### config.mk
export PLATFORM = sky130hd
export DESIGN_NAME = mdu_iter_flat
export DESIGN_NICKNAME = d
export VERILOG_FILES = /design/src/rtl/mdu_iter_if.sv /design/src/rtl/mdu_iter.sv /design/src/flat_wrapper.sv
export SDC_FILE = /design/constraint.sdc
export NUM_CORES = 1
export LEC_CHECK = 0
export CORE_ASPECT_RATIO = 1.4
export CORE_UTILIZATION = 55
export DETAILED_ROUTE_END_ITERATION = 7
export DONT_BUFFER_PORTS = 1
export GPL_ROUTABILITY_DRIVEN = 0
export PLACE_DENSITY = 0.75
export SLEW_MARGIN = 5
export SYNTH_ARGS = -nofsm -noshare
export SYNTH_HDL_FRONTEND = slang
export SYNTH_SLANG_ARGS = --single-unit
### constraint.sdc
create_clock -name clk_i -period 7.64 [get_ports clk_i]
set_clock_uncertainty 0.15 [all_clocks]
set_input_delay 0.382 -clock clk_i [delete_from_list [all_inputs] [get_ports clk_i]]
set_output_delay 0.382 -clock clk_i [all_outputs]
set_load 0.02 [all_outputs]
### src/rtl/mdu_iter_if.sv
// mdu_iter_if: request/response bundle between the execute stage and the
// iterative multiply/divide unit.
//   valid_i / ready_o    request handshake (accept on valid_i & ready_o & !flush_i)
//   funct3_i             operation select (M-extension funct3 encoding)
//   op1_i / op2_i        rs1 / rs2 operands
//   flush_i              abort any in-flight operation
//   valid_o / result_o   single-cycle completion pulse and result
// master = execute stage, slave = mdu_iter.
interface mdu_iter_if #(
  parameter int XLEN = 32
);
  logic            valid_i;
  logic            ready_o;
  logic [2:0]      funct3_i;
  logic [XLEN-1:0] op1_i;
  logic [XLEN-1:0] op2_i;
  logic            flush_i;
  logic            valid_o;
  logic [XLEN-1:0] result_o;

  modport master (
    output valid_i, funct3_i, op1_i, op2_i, flush_i,
    input  ready_o, valid_o, result_o
  );

  modport slave (
    input  valid_i, funct3_i, op1_i, op2_i, flush_i,
    output ready_o, valid_o, result_o
  );
endinterface

### src/rtl/mdu_iter.sv
// mdu_iter: iterative RISC-V M-extension multiply/divide unit.
// Operands are converted to magnitudes at acceptance; the core runs an
// unsigned shift-add multiply or restoring divide, one bit per cycle, and
// the sign fix-up plus result selection happen on the way out of DONE.
//   clk_i   clock, rising edge
//   rst_i   asynchronous active-high reset
//   bus     mdu_iter_if.slave (handshake, operands, flush, result)
//
// state  | meaning
// IDLE   | ready_o high, waiting for a request
// CALC   | one multiply/divide iteration per cycle, XLEN cycles
// DONE   | fix-up signs, publish result_o and pulse valid_o on exit
module mdu_iter #(
  parameter int XLEN = 32
) (
  input  logic        clk_i,
  input  logic        rst_i,
  mdu_iter_if.slave   bus
);

  localparam int CW = $clog2(XLEN) + 1;

  localparam logic [1:0] S_IDLE = 2'd0;
  localparam logic [1:0] S_CALC = 2'd1;
  localparam logic [1:0] S_DONE = 2'd2;

  logic [1:0]        state;
  logic [CW-1:0]     cnt;
  logic [2:0]        op_sel;
  logic [XLEN-1:0]   opnd;      // multiplicand or divisor magnitude
  logic [2*XLEN-1:0] prod;      // product high half | remaining multiplier bits
  logic [XLEN:0]     prem;      // partial remainder
  logic [XLEN-1:0]   quo;       // dividend bits shift out, quotient bits shift in
  logic              neg_res;   // product / quotient must be negated
  logic              neg_rem;   // remainder must be negated
  logic              valid_q;
  logic [XLEN-1:0]   result_q;

  // acceptance-side decode
  logic            accept;
  logic            is_div;
  logic            op1_sgn;
  logic            op2_sgn;
  logic            neg1;
  logic            neg2;
  logic [XLEN-1:0] mag1;
  logic [XLEN-1:0] mag2;
  logic            div_zero;
  logic            div_ovf;
  logic            special;

  // iteration datapath
  logic [XLEN:0]   mul_sum;
  logic [XLEN:0]   div_shift;
  logic [XLEN+1:0] div_diff;
  logic            div_ge;
  logic [CW-1:0]   cnt_nxt;

  // completion datapath
  logic [2*XLEN-1:0] prod_fix;
  logic [XLEN-1:0]   quo_fix;
  logic [XLEN-1:0]   rem_mag;
  logic [XLEN-1:0]   rem_fix;
  logic [XLEN-1:0]   res_sel;

  assign bus.ready_o  = (state == S_IDLE);
  assign bus.valid_o  = valid_q;
  assign bus.result_o = result_q;

  always_comb begin
    accept   = bus.valid_i && (state == S_IDLE) && !bus.flush_i;
    is_div   = bus.funct3_i[2];
    op1_sgn  = (bus.funct3_i == 3'b001) || (bus.funct3_i == 3'b010) ||
               (bus.funct3_i == 3'b100) || (bus.funct3_i == 3'b110);
    op2_sgn  = (bus.funct3_i == 3'b001) || (bus.funct3_i == 3'b100) ||
               (bus.funct3_i == 3'b110);
    neg1     = op1_sgn && bus.op1_i[XLEN-1];
    neg2     = op2_sgn && bus.op2_i[XLEN-1];
    mag1     = neg1 ? (~bus.op1_i + XLEN'(1)) : bus.op1_i;
    mag2     = neg2 ? (~bus.op2_i + XLEN'(1)) : bus.op2_i;
    div_zero = (bus.op2_i == '0);
    // only the signed forms (DIV/REM, funct3[0] = 0) can overflow
    div_ovf  = !bus.funct3_i[0] &&
               (bus.op1_i == {1'b1, {(XLEN-1){1'b0}}}) &&
               (bus.op2_i == {XLEN{1'b1}});
    special  = is_div && (div_zero || div_ovf);
  end

  always_comb begin
    mul_sum   = {1'b0, prod[2*XLEN-1:XLEN]} + (prod[0] ? {1'b0, opnd} : {(XLEN+1){1'b0}});
    div_shift = {prem[XLEN-1:0], quo[XLEN-1]};
    div_diff  = {1'b0, div_shift} - {2'b00, opnd};
    div_ge    = !div_diff[XLEN+1];
    cnt_nxt   = cnt + CW'(1);
  end

  always_comb begin
    prod_fix = neg_res ? (~prod + (2*XLEN)'(1)) : prod;
    quo_fix  = neg_res ? (~quo + XLEN'(1)) : quo;
    rem_mag  = prem[XLEN-1:0];
    rem_fix  = neg_rem ? (~rem_mag + XLEN'(1)) : rem_mag;
    res_sel  = '0;
    case (op_sel)
      3'b000:                 res_sel = prod_fix[XLEN-1:0];
      3'b001, 3'b010, 3'b011: res_sel = prod_fix[2*XLEN-1:XLEN];
      3'b100, 3'b101:         res_sel = quo_fix;
      default:                res_sel = rem_fix;
    endcase
  end

  always_ff @(posedge clk_i or posedge rst_i) begin
    if (rst_i) begin
      state    <= S_IDLE;
      cnt      <= '0;
      op_sel   <= '0;
      opnd     <= '0;
      prod     <= '0;
      prem     <= '0;
      quo      <= '0;
      neg_res  <= 1'b0;
      neg_rem  <= 1'b0;
      valid_q  <= 1'b0;
      result_q <= '0;
    end else begin
      valid_q <= 1'b0;
      case (state)
        S_IDLE: begin
          if (accept) begin
            op_sel <= bus.funct3_i;
            cnt    <= '0;
            if (special) begin
              // result is already known; hand it through DONE unsigned
              state   <= S_DONE;
              neg_res <= 1'b0;
              neg_rem <= 1'b0;
              quo     <= div_zero ? {XLEN{1'b1}} : bus.op1_i;
              prem    <= div_zero ? {1'b0, bus.op1_i} : '0;
            end else begin
              state   <= S_CALC;
              neg_res <= neg1 ^ neg2;
              neg_rem <= neg1;
              if (is_div) begin
                opnd <= mag2;
                quo  <= mag1;
                prem <= '0;
              end else begin
                opnd <= mag1;
                prod <= {{XLEN{1'b0}}, mag2};
              end
            end
          end
        end

        S_CALC: begin
          if (bus.flush_i) begin
            state <= S_IDLE;
          end else begin
            cnt <= cnt_nxt;
            if (op_sel[2]) begin
              quo  <= {quo[XLEN-2:0], div_ge};
              prem <= div_ge ? div_diff[XLEN:0] : div_shift;
            end else begin
              prod <= {mul_sum, prod[XLEN-1:1]};
            end
            if (cnt_nxt == CW'(XLEN)) begin
              state <= S_DONE;
            end
          end
        end

        S_DONE: begin
          state <= S_IDLE;
          if (!bus.flush_i) begin
            valid_q  <= 1'b1;
            result_q <= res_sel;
          end
        end

        default: state <= S_IDLE;
      endcase
    end
  end

endmodule

### src/flat_wrapper.sv
// flat-port wrapper written by rule: the top's interface ports become plain ports
module mdu_iter_flat 
#(
  parameter int XLEN = 32
)
  (clk_i, rst_i, bus_valid_i, bus_funct3_i, bus_op1_i, bus_op2_i, bus_flush_i, bus_ready_o, bus_valid_o, bus_result_o);
  mdu_iter_if #(.XLEN(XLEN)) bus_i ();
  input  logic clk_i;
  input  logic rst_i;
  input wire logic [$bits(bus_i.valid_i)-1:0] bus_valid_i;
  input wire logic [$bits(bus_i.funct3_i)-1:0] bus_funct3_i;
  input wire logic [$bits(bus_i.op1_i)-1:0] bus_op1_i;
  input wire logic [$bits(bus_i.op2_i)-1:0] bus_op2_i;
  input wire logic [$bits(bus_i.flush_i)-1:0] bus_flush_i;
  output wire logic [$bits(bus_i.ready_o)-1:0] bus_ready_o;
  output wire logic [$bits(bus_i.valid_o)-1:0] bus_valid_o;
  output wire logic [$bits(bus_i.result_o)-1:0] bus_result_o;
  assign bus_i.valid_i = bus_valid_i;
  assign bus_i.funct3_i = bus_funct3_i;
  assign bus_i.op1_i = bus_op1_i;
  assign bus_i.op2_i = bus_op2_i;
  assign bus_i.flush_i = bus_flush_i;
  assign bus_ready_o = bus_i.ready_o;
  assign bus_valid_o = bus_i.valid_o;
  assign bus_result_o = bus_i.result_o;
  mdu_iter #(.XLEN(XLEN)) u_core (.clk_i(clk_i), .rst_i(rst_i), .bus(bus_i));
endmodule
# Word level (Yosys, flattened, before mapping)
# Cells that the tools add are included.
dict set report op_classes {
  addsub 8
  eq_ne 22
  muxes 41
  n_bitwise 8
  n_reduce_logical 29
}
# op count
set op_table {}
lappend op_table {{two-way mux 32 bit} 19}
lappend op_table {{two-way mux 64 bit} 6}
lappend op_table {{adder 32 x 1 -> 32 bit, second input constant} 4}
lappend op_table {{NOT 32 bit} 4}
lappend op_table {{case mux 32 bit (2 select lines)} 2}
lappend op_table {{case mux 64 bit (2 select lines)} 1}
lappend op_table {{case mux 32 bit (3 select lines)} 1}
lappend op_table {{adder 64 x 1 -> 64 bit, second input constant} 1}
lappend op_table {{equality test 32 bit, second input constant} 2}
lappend op_table {{NOT 64 bit} 1}
lappend op_table {{subtractor 33 x 32 -> 34 bit} 1}
lappend op_table {{adder 32 x 33 -> 33 bit} 1}
lappend op_table {{zero test 32 bit} 1}
lappend op_table {{equality test 3 bit, second input constant} 4}
lappend op_table {{two-way mux 6 bit} 2}
lappend op_table {{case mux 6 bit (2 select lines)} 1}
lappend op_table {{equality test 3 x 2 -> 1 bit, second input constant} 3}
lappend op_table {{two-way mux 2 bit} 4}
lappend op_table {{!= test 2 bit, second input constant} 4}
lappend op_table {{logical AND 1 bit} 7}
lappend op_table {{adder 6 x 1 -> 6 bit, second input constant} 1}
lappend op_table {{equality test 3 x 1 -> 1 bit, second input constant} 2}
lappend op_table {{equality test 6 bit, second input constant} 1}
lappend op_table {{logical OR 1 bit} 6}
lappend op_table {{other kinds (18)} 29}
dict set report word_totals {
  regBits 206
  inputBits 71
  wordCells 119
}

# Longest topological paths before layout
dict set report logic_depth {
  ltp_word 10
  depth_mapped 15
}

# Least setup slack after synthesis
# No wires, ideal clock.
dict set report synth_path {
  kind {register -> register}
  start {reg u_core.prod[0]}
  end {reg u_core.prod[55]}
  arrival_time_ns 3.610
  t_required_ns 7.407
  slack_ns 3.798
  stages_incl_launch_ff 15
  n_path_buf 1
  synth_period_minus_slack_ns 3.842
  cell_sequence {dfrtp_1 inv_1 clkbuf_1 nor2_1 ha_1 nor2b_1 o31a_1 o31ai_1 or4b_2 a221oi_1 a21o_1 o31a_1 o21ai_0 xnor2_1 o21ai_0}
}
dict set report synth_between {
  elab_chain_cells 5
}
# item line_no
set synth_lines {}
lappend synth_lines {{start, declared} mdu_iter.sv:31} ;# logic [2*XLEN-1:0] prod;
lappend synth_lines {{start signal, assigned} mdu_iter.sv:148} ;# prod <= {{XLEN{1'b0}}, mag2};
lappend synth_lines {{start signal, assigned} mdu_iter.sv:163} ;# prod <= {mul_sum, prod[XLEN-1:1]};
lappend synth_lines {{two-way mux 32 bit} mdu_iter.sv:90} ;# mul_sum = {1'b0, prod[2*XLEN-1:XLEN]} + (prod[0] ? {1'b0, opnd} : {(XLEN+1){1'b0}});
lappend synth_lines {{adder 32 x 33 -> 33 bit} mdu_iter.sv:90}
lappend synth_lines {{two-way mux 64 bit} mdu_iter.sv:159} ;# if (op_sel[2]) begin
lappend synth_lines {{two-way mux 64 bit} mdu_iter.sv:155} ;# if (bus.flush_i) begin
lappend synth_lines {{case mux 64 bit (2 select lines)} mdu_iter.sv:126} ;# case (state)
# Every way passes these cells. The select of a mux whose other input is x is not followed.
# A chain may end at the register's enable or synchronous reset.

# Worst setup path after layout
# Ends and elaborated chain as after synthesis.

==> results.md <==
- Setup CP Type: register to register
- Register area share after synthesis: 29.7%
- Peak Freq: approximately 200 MHz
- I/O Buffers: 0
- CP required: roughly 8 ns
- RSZ-0062 raised after global routing: false
- Final hold slack: 0.00554 ns
- Num CTS Buffers: 23
- Crit Path Max Fanout: 32
- Crit path buffers/inverters: 1
- Total Routing Usage GR: 36.1%
- Tcrit/Tclk final: between 60% and 70%
- Failing checks: design-rule violations
- CTS sink cnt: around 210
- Cells on worst reg2reg path: 13
- Num rows: 76
- TritonCTS clock tree: built
- Run status: finished, violations left
- EDFF count, synth: 0
- WL/cell: ~22 µm
- DR DRC count: 7
- Met3 Wirelength: approximately 6100 µm
- Vias per std cell: about 6.7
- Detailed Routing Iterations Pass 1: 8
- Slowest CP cell: inv_1
- H-tree depth: 1
- Worst-margin pin slew: approximately 1.3 ns
- Worst endpoint data arrival time: roughly 5.3 ns
- Starting DRC count in detailed routing: ~1900
- Vias in the first global route: approximately 16000
- Clk pin slew, worst setup/hold paths: around 0.07 ns
- DP Wirelength: 43000 µm
- Delay-heaviest family, CP: compound AO/OA/AOI/OAI gates
- Die Area: 32300 µm²
- Max Slew Vio Count: 0
- Nets: approximately 2400
- HP Class: input port to register
- Antenna cells: 0
- Post-Syn Instances: roughly 2300
- # setup viols final: 0
- Ys Warns: 0
- Routed length on met2: roughly 27000 µm
- Clock buffer depth: 3
- Worst-Skew Late Latency: around 0.55 ns
- First-pass GRT wire length: roughly 91000 µm
- Num ports: between 100 and 150
- Antenna Nets Post-Route: 0
- Syn_area_per_cell: approximately 7.6 µm²
- Mapped Nets: ~2400
- Post-synth cell types: 75
- CTS Root Cell: clkbuf_16
- Highest routed layer: met4
- Fillers: about 2800
- DRT met1 WL: between 20000 and 25000 µm
- Most common cell after layout, fill and taps aside: nand2_1
- Synth Flop Type: dfrtp_1
- Layout area overhead: 7.53%
- Pwr/cell area: slightly above 400 nW/µm²
- Setup tns final: 0 ns
- Initial antenna violation count: 0
- Cells along the critical path: inv_1 > nor2_1 > ha_1 > nor2b_1 > o31a_1 > o31ai_1 > or4b_2 > a221oi_1 > a21o_1 > o31a_1 > o21ai_0 > xnor2_1 > o21ai_0
- Largest net degree at the start of global routing: about 140
- Tmin final: 5.07 ns
- Die Span Y: between 200 and 250 µm
- Final hold violation count: 0
- Via count: 17600
- Maximum VDD drop: roughly 0.22 mV
- CP Launch Type: register
- Maximum Capacitance Violations: 0
- Core ar.: between 30000 and 40000 µm²
- Post-CTS setup buffers: 0
- CP Depth: 13
- Asr flop ratio synth: 100%
- DRT Wirelength: approximately 60000 µm
- Hold Path Stages: 2
- Leakage: 7.78 nW
- Commonest cells after routing, fill and taps aside: 301 x nand2_1, 254 x o21ai_0, 205 x nor2_1, 205 x dfrtp_1, 179 x a21oi_1
- Grt total ovfl: 0
- Initial Util: 56.2%
- Post-Syn Area: between 15000 and 20000 µm²
- Seq cells post-synth: ~210
- Slew Limit Headroom: 14.9%
- Die X: 152 µm
- Layout cell share with drive strength beyond 1: 4.61%
- CP endpoint kind: register
- Max incr delay on CP: 0.78 ns
[worst paths after layout]
check,start,slack (ns),end
max in group asynchronous,rst_i,5.47,u_core.prod[24]
hold reg to reg,u_core.opnd[27],0.33,u_core.opnd[27]
hold / removal,bus_funct3_i[2],0.006,u_core.opnd[18]
setup reg to reg,u_core.prod[0],2.57,u_core.prod[55]
setup / recovery,u_core.prod[0],2.57,u_core.prod[55]
min in group asynchronous,rst_i,0.36,u_core.prod[38]
[per-stage QoR]
step | worst slack (ns) | utilization [%] | power [mW] | cell area [µm²] | std cells
6_report | 2.57 | 60.4 | 7.74 | 18700 | 2622
5_1_grt | 2.39 | 60.4 | 8.23 | 18700 | 2622
4_1_cts | 2.67 | 60.4 | 7.60 | 18700 | 2622
3_5_place_dp | 2.68 | 56.7 | 6.42 | 17500 | 2544
3_3_place_gp | 2.84 | 56.7 | 6.29 | 17500 | 2544
2_1_floorplan | 1.48 | - | 5.28 | 17400 | 2274
[report_power, final]
group          switching, mW  internal (mW)
Sequential             0.903           1.54
Clock                  0.487          0.660
Combinational           2.48           1.67
Total                   3.87           3.87
[layout make-up]
type	count	area (µm²)	share of cell area (%)
Clock buffer	32	649	3.48
Inverter	63	244	1.31
Clock inverter	7	97.6	0.523
Sequential cell	206	5160	27.6
Timing Repair Buffer	57	536	2.87
Multi-Input combinational cell	1867	11500	61.6
Tap cell	390	488	2.61
[routing by layer]
metal	global-route usage (%)	vias to the layer above
li1	-	8057
met1	46.4	8267
met2	59.0	1052
met3	5.93	200
met4	17.8	0
met5	0	-
[logic make-up after synthesis]
group / count (synthesis) / share of synthesized area, %
and+or+nand+nor: 813 / 22.0
AOI/OAI and AO/OA: 726 / 25.3
xor gates and xnor gates: 219 / 11.0
DFF: 206 / 29.7
buffers and inverters: 201 / 4.42
adders and majority gates: 73 / 5.35
muxes: 36 / 2.13
[state kept, by name, summed over array words and instances (netlist names)]
register / cells
u_core.bus.result_o: 32
u_core.bus.valid_o: 1
u_core.cnt: 6
u_core.neg_rem: 1
u_core.neg_res: 1
u_core.op_sel: 3
u_core.opnd: 32
u_core.prem: 32
u_core.prod: 64
u_core.quo: 32
u_core.state: 2
[cells in the mapped netlist, types with 8 or more instances]
cell,n,area share (%)
o21ai_0,255,7.4
inv_1,63,1.4
a21oi_1,179,5.2
o211ai_1,9,0.39
nor2b_1,18,0.65
xor2_1,100,5.0
o21bai_1,9,0.39
and2_1,9,0.32
mux2i_1,29,1.7
a22o_1,8,0.40
nand2_1,302,6.5
clkbuf_1,124,2.7
o22ai_1,32,1.2
o21a_1,9,0.39
nand4_1,24,0.86
a21o_1,32,1.4
and3_1,20,0.72
or2_2,12,0.43
a211oi_1,17,0.74
o41ai_1,16,0.81
dfrtp_1,206,30
a31oi_1,40,1.4
or4_1,23,0.99
nor3_1,61,1.8
nor2_1,206,4.5
a221oi_1,17,0.86
or3_1,23,0.83
nand3_1,36,1.0
xnor2_1,119,6.0
ha_1,71,5.1
nand2b_1,23,0.83
buf_1,10,0.22
nor4_1,20,0.72
o31ai_1,58,2.5
[timing repair]
item                      in CTS  in global routing
hold buffers                  39                  0
hold endpoints to repair     209                  0
resized for setup              0                  0
No activity file was read; power rests on OpenSTA's default activity.
